**src/rtl/mc_ctrl_pkg.sv**
```systemverilog
// Shared encodings for the multicycle RV32I control unit: FSM states, ALU op classes,
// datapath mux selects and the opcodes the decoder recognises.
package mc_ctrl_pkg;

  typedef enum logic [3:0] {
    StFetch    = 4'd0,
    StDecode   = 4'd1,
    StMemAdr   = 4'd2,
    StMemRead  = 4'd3,
    StMemWb    = 4'd4,
    StMemWrite = 4'd5,
    StExecR    = 4'd6,
    StAluWb    = 4'd7,
    StExecI    = 4'd8,
    StJal      = 4'd9,
    StBranch   = 4'd10,
    StFault    = 4'd11
  } state_e;

  typedef enum logic [1:0] {
    AluOpAdd   = 2'b00,
    AluOpSub   = 2'b01,
    AluOpFunct = 2'b10
  } alu_op_e;

  localparam logic [2:0] AluCtlAdd = 3'b000;
  localparam logic [2:0] AluCtlSub = 3'b001;
  localparam logic [2:0] AluCtlAnd = 3'b010;
  localparam logic [2:0] AluCtlOr  = 3'b011;
  localparam logic [2:0] AluCtlSlt = 3'b101;

  localparam logic [1:0] ResAluOut    = 2'b00;
  localparam logic [1:0] ResData      = 2'b01;
  localparam logic [1:0] ResAluResult = 2'b10;

  localparam logic [1:0] SrcAPc    = 2'b00;
  localparam logic [1:0] SrcAOldPc = 2'b01;
  localparam logic [1:0] SrcARegA  = 2'b10;

  localparam logic [1:0] SrcBWd   = 2'b00;
  localparam logic [1:0] SrcBImm  = 2'b01;
  localparam logic [1:0] SrcBFour = 2'b10;

  localparam logic [1:0] ImmI = 2'b00;
  localparam logic [1:0] ImmS = 2'b01;
  localparam logic [1:0] ImmB = 2'b10;
  localparam logic [1:0] ImmJ = 2'b11;

  localparam logic [6:0] OpLoad   = 7'b0000011;
  localparam logic [6:0] OpStore  = 7'b0100011;
  localparam logic [6:0] OpRtype  = 7'b0110011;
  localparam logic [6:0] OpItype  = 7'b0010011;
  localparam logic [6:0] OpJal    = 7'b1101111;
  localparam logic [6:0] OpBranch = 7'b1100011;

endpackage

```
**src/rtl/mc_alu_decoder.sv**
```systemverilog
// ALU decoder: maps the FSM's ALU op class plus instruction function fields to an ALU
// control code.
module mc_alu_decoder
  import mc_ctrl_pkg::*;
(
  input  alu_op_e    alu_op,
  input  logic [2:0] funct3,
  input  logic       op_b5,
  input  logic       funct7b5,
  output logic [2:0] alu_control
);

  always_comb begin
    alu_control = AluCtlAdd;
    case (alu_op)
      AluOpSub: alu_control = AluCtlSub;
      AluOpFunct: begin
        case (funct3)
          // I-type has op[5]=0, so funct7b5 (an immediate bit there) never selects sub
          3'b000:  alu_control = (op_b5 & funct7b5) ? AluCtlSub : AluCtlAdd;
          3'b010:  alu_control = AluCtlSlt;
          3'b110:  alu_control = AluCtlOr;
          3'b111:  alu_control = AluCtlAnd;
          default: alu_control = AluCtlAdd;
        endcase
      end
      default: alu_control = AluCtlAdd;
    endcase
  end

endmodule

```
**src/rtl/mc_control_unit.sv**
```systemverilog
// Multicycle RV32I control unit: Moore FSM driving the shared-memory datapath, immediate
// select decoder and a sticky fault flag for unsupported encodings.
module mc_control_unit
  import mc_ctrl_pkg::*;
#(
  parameter bit FAULT_HALT = 1'b1
) (
  input  logic       clk,
  input  logic       reset,
  input  logic [6:0] op,
  input  logic [2:0] funct3,
  input  logic       funct7b5,
  input  logic       Zero,
  output logic       PCWrite,
  output logic       AdrSrc,
  output logic       MemWrite,
  output logic       IRWrite,
  output logic [1:0] ResultSrc,
  output logic [2:0] ALUControl,
  output logic [1:0] ALUSrcA,
  output logic [1:0] ALUSrcB,
  output logic [1:0] ImmSrc,
  output logic       RegWrite,
  output logic       fault,
  output logic [3:0] state_dbg
);

  state_e  state_q, state_d, out_state;
  logic    fault_q;
  alu_op_e alu_op;
  logic    pc_update, branch, ir_write, mem_write, reg_write;

  always_ff @(posedge clk) begin
    if (!reset) begin
      state_q <= StFetch;
      fault_q <= 1'b0;
    end else begin
      state_q <= state_d;
      if (state_d == StFault) fault_q <= 1'b1;
    end
  end

  always_comb begin
    state_d = state_q;
    case (state_q)
      StFetch: state_d = StDecode;
      StDecode: begin
        if (op == OpLoad || op == OpStore)                  state_d = StMemAdr;
        else if (op == OpRtype)                             state_d = StExecR;
        else if (op == OpItype)                             state_d = StExecI;
        else if (op == OpJal)                               state_d = StJal;
        else if (op == OpBranch && funct3[2:1] == 2'b00)    state_d = StBranch;
        else                                                state_d = FAULT_HALT ? StFault : StFetch;
      end
      StMemAdr:   state_d = op[5] ? StMemWrite : StMemRead;
      StMemRead:  state_d = StMemWb;
      StMemWb:    state_d = StFetch;
      StMemWrite: state_d = StFetch;
      StExecR:    state_d = StAluWb;
      StExecI:    state_d = StAluWb;
      StAluWb:    state_d = StFetch;
      StJal:      state_d = StAluWb;
      StBranch:   state_d = StFetch;
      StFault:    state_d = StFault;
      default:    state_d = StFetch;
    endcase
  end

  // Outputs decode as FETCH while reset is held so the datapath sees a clean fetch setup.
  assign out_state = reset ? state_q : StFetch;

  always_comb begin
    AdrSrc    = 1'b0;
    ResultSrc = ResAluOut;
    ALUSrcA   = SrcAPc;
    ALUSrcB   = SrcBWd;
    alu_op    = AluOpAdd;
    pc_update = 1'b0;
    branch    = 1'b0;
    ir_write  = 1'b0;
    mem_write = 1'b0;
    reg_write = 1'b0;
    case (out_state)
      StFetch: begin
        ir_write  = 1'b1;
        ALUSrcB   = SrcBFour;
        ResultSrc = ResAluResult;
        pc_update = 1'b1;
      end
      StDecode: begin
        ALUSrcA = SrcAOldPc;
        ALUSrcB = SrcBImm;
      end
      StMemAdr: begin
        ALUSrcA = SrcARegA;
        ALUSrcB = SrcBImm;
      end
      StMemRead: AdrSrc = 1'b1;
      StMemWb: begin
        ResultSrc = ResData;
        reg_write = 1'b1;
      end
      StMemWrite: begin
        AdrSrc    = 1'b1;
        mem_write = 1'b1;
      end
      StExecR: begin
        ALUSrcA = SrcARegA;
        alu_op  = AluOpFunct;
      end
      StExecI: begin
        ALUSrcA = SrcARegA;
        ALUSrcB = SrcBImm;
        alu_op  = AluOpFunct;
      end
      StAluWb: reg_write = 1'b1;
      StJal: begin
        ALUSrcA   = SrcAOldPc;
        ALUSrcB   = SrcBFour;
        pc_update = 1'b1;
      end
      StBranch: begin
        ALUSrcA = SrcARegA;
        alu_op  = AluOpSub;
        branch  = 1'b1;
      end
      default: ;
    endcase
  end

  // funct3[0] distinguishes bne from beq
  assign PCWrite  = reset & (pc_update | (branch & (Zero ^ funct3[0])));
  assign IRWrite  = reset & ir_write;
  assign MemWrite = reset & mem_write;
  assign RegWrite = reset & reg_write;

  always_comb begin
    case (op)
      OpStore:  ImmSrc = ImmS;
      OpBranch: ImmSrc = ImmB;
      OpJal:    ImmSrc = ImmJ;
      default:  ImmSrc = ImmI;
    endcase
  end

  mc_alu_decoder u_alu_decoder (
    .alu_op      (alu_op),
    .funct3      (funct3),
    .op_b5       (op[5]),
    .funct7b5    (funct7b5),
    .alu_control (ALUControl)
  );

  assign fault     = fault_q;
  assign state_dbg = state_q;

endmodule

```
**config.mk**
```make
export PLATFORM = sky130hd
export DESIGN_NAME = mc_control_unit
export DESIGN_NICKNAME = d
export VERILOG_FILES = /design/src/rtl/mc_ctrl_pkg.sv /design/src/rtl/mc_alu_decoder.sv /design/src/rtl/mc_control_unit.sv
export SDC_FILE = /design/constraint.sdc
export NUM_CORES = 1
export LEC_CHECK = 0
export ABC_AREA = 1
export ABC_CLOCK_PERIOD_IN_PS = 2800
export CORE_ASPECT_RATIO = 1.75
export CORE_MARGIN = 2
export CORE_UTILIZATION = 25
export DETAILED_ROUTE_END_ITERATION = 8
export SYNTH_ARGS = -nofsm -noshare
export SYNTH_HDL_FRONTEND = slang
export SYNTH_SLANG_ARGS = --single-unit
```
**constraint.sdc**
```tcl
create_clock -name clk -period 2.8 [get_ports clk]
set_input_delay 0.7 -clock clk [delete_from_list [all_inputs] [get_ports clk]]
set_output_delay 0.7 -clock clk [all_outputs]
set_load 0.005 [all_outputs]
```
==> flow_summary.yaml <==
layout:
  synthToLayoutAreaGrowth_pct: 91.86
  diodes: 0
  multi_input_area_um2: 498.0
  fin_area_mm2: 0.001210
  nNetsFinal: 185
  fillers: 264
  regArea_um2: 100.1
  drive_gt1_share_pct: 27.98
  post-route-util_pct: 49.74
power:
  power.density_mw_per_mm2: 733.5
  clockPowerShare_pct: 14.7
  p_comb_share_pct: 69.4
  netSwitchingFraction_pct: 41.79
  pwr-share-seq_pct: 15.8
  peakVddDrop_mv: 0.2156
  finalPower_uw: 887.5
  p_sw_uw: 370.9
  internal-power_uw: 516.6
  p_leak_uw: 0.0005778
floorplan:
  rows: 24
  num_io_pins: 35
  dieArea_mm2: 0.002956
  coreArea_mm2: 0.002432
  die_h_um: 70.44
  die_x_um: 41.97
  start_util_pct: 25.93
sta:
  finalMaxSlewViolations: 0
  post-route-min-period_ns: 2.740
  hold_viol_final: 0
  setup_viol: 0
  clock_skew_ns: 0.001636
  fmaxAchievable_mhz: 364.9
  worst_pin_slew_ns: 0.2803
  hold_slack_ns: 0.4605
  fin_setup_tns_ns: 0
  fin_crit_sh_pct: 97.87
  relSlewSlack_pct: 81.02
  rsz0062_at_grt: "yes"
clock_tree:
  clkSinkCount: 5
  post_cts.repair.setup_buffers: 0
  tritoncts: "done"
  clockBufferDepth: 2
  cts.clk_slew.worst_paths_ns: 0.03
  cts_inserted_buffers: 3
  cts-htree-levels: 1
  cts.hold.buffers_added: 0
  clk-insertion-delay-late_ns: 0.22
  cts_root_buf: "clkbuf_8"
synthesis:
  synth_area_um2: 630.6
  synth.distinct_cells: 24
  synth_cells: 114
  ys_seq_elements: 5
  synth.avg_cell_area_um2: 5.532
  synth_nets: 130
  yosys_warnings: 0
  yosysSeqAreaShare_pct: 15.87
critical_path:
  crit_fanout: 3
  worst-setup-path-type: "input pin to output port"
  r2r_slack_ns: 1.45
  end_kind: "output port"
  cpPeakStageDelay_ns: 0.49
  cpLargestDelayFamily: "buffers and inverters"
  r2r_start: "state_dbg[3]"
  reg2reg_depth: 9
  r2r-end: "fault"
  worstPathRequired_ns: 2.10
  cp.arrival_ns: 2.04
  start_kind: "input pin"
  critPathSlowestCell: "clkdlybuf4s50_1"
  path_cells: "clkdlybuf4s50_1 > nand2_1 > nor2_4 > nand2_2 > nand2_1 > clkdlybuf4s50_1"
  critPathBufInv: 2
grt:
  grt_use_total_pct: 13.97
  grt_max_degree: 9
  grt_pass1_wl_mm: 3.374
  grt_pass1_vias: 895
  antenna_found_initial: 0
  grt-ovfl-total: 0
placed_design:
  place.gp.congestion: 0.7996
  port_buffers: 34
  place_area_mm2: 0.001124
  dpl.hpwl_mm: 1.640
worst_hold_path:
  min_from: "fault"
  worst_hold_path.endpoint: "fault"
  hold_depth: 2
  hold_path.class: "register to register"
flow_run:
  maxCapViolations: 0
drt:
  drc: 0
  dr.first_iter.drc_count: 18
  wl_mm: 2.004
  wl_per_cell_um: 10.33
  vias: 937
  firstDrtPassIters: 2
  viasPerCell: 4.830
  postRouteAntennaNets: 0
outcome:
  status: "complete, no violations"
metrics by stage:
step	setup slack (ns)	cells
after floorplan	0.06490	114
final	0.05977	194
after global routing	-0.06158	194
after detailed placement	-0.6996	190
after CTS	0.004538	194
after global placement	-0.6557	190
placed cells by master, fill, tap and decap left out, types with 3 or more instances in the layout:
cell type and count:
nand3_1 12, buf_4 17, clkbuf_8 3, inv_1 15, clkdlybuf4s50_1 27, dfxtp_1 5
nor3_1 3, nand2_1 21, nand2_2 7, nor2_1 20, a21oi_1 4, inv_2 3
nand4_1 3, nor2_4 3
metal layers:
layer  up-vias  wire [µm]  track usage [%]
met5         -          0                0
met4         0         29            5.735
met3         6         86            2.326
met2        27       1115            27.78
met1       424        773            13.26
li1        480          -                -
logic make-up after synthesis:
| kind of cell | Yosys count | share of synthesized area, % |
|---|---|---|
| compound gates | 12 | 12.10 |
| buf+inv | 20 | 12.50 |
| flops | 5 | 15.87 |
| simple gates | 75 | 55.56 |
| fa+ha+maj | 2 | 3.968 |
how the worst max path moves through the flow:
stage,startpoint,to,slack [ns],depth (start not counted)
floorplan,reset,ALUControl[2],0.06,10
CTS,op[6],ImmSrc[0],0.005,6
global placement,reset,ALUControl[2],-0.66,11
global route,reset,ALUControl[2],-0.06,11
detailed placement,reset,ALUControl[2],-0.70,11
finish,op[5],ImmSrc[1],0.06,6
sequential cells by signal, summed over array words and instances (netlist names):
| name | flops |
|---|---|
| fault | 1 |
| state_dbg | 4 |
Yosys cell counts:
library cell,number,share of area [%]
nor2_4,2,3.6
nand4_1,3,3.0
buf_4,1,1.2
dfxtp_1,5,16
o211ai_1,1,1.2
o21ai_0,2,1.6
or2_2,1,0.99
nand3_2,1,1.6
a31oi_1,2,2.0
inv_2,2,1.2
o21ai_2,1,1.4
ha_1,2,4.0
nor2_1,22,13
nor3_1,4,3.2
nand2_1,25,15
o311ai_0,1,1.4
a21oi_2,1,1.4
nand2_4,1,1.8
nand2_2,3,3.0
nor4_1,1,0.99
nand3_1,12,9.5
a21oi_1,4,3.2
inv_1,16,9.5
clkinv_1,1,0.59
final cells by class:
| type | count | share of cell area (%) |
|---|---|---|
| Timing Repair Buffer | 51 | 38.16 |
| Clock buffer | 4 | 3.723 |
| Multi-Input combinational cell | 89 | 41.16 |
| Inverter | 19 | 5.998 |
| Tap cell | 26 | 2.689 |
| Sequential cell | 5 | 8.273 |
tightest hold or removal path, stage by stage (launching register included):
cell,delay [ns]
dfxtp_1,0.30
inv_1,0.06
a21oi_2,0.05
power groups by stage:
stage	Combinational [µW]	Sequential [µW]	Clock, µW
floorplan	307	141	0
global placement	606	141	0
detailed placement	607	140	0
CTS	614	140	134
global route	680	145	138
finish	616	140	131
what timing repair did:
action                                  4_1_cts  5_1_grt
endpoints found under the setup margin       13        5
gates resized for setup                      19       10
pin swaps                                     2        1
Note: power is estimated with default switching activity, not from simulation.
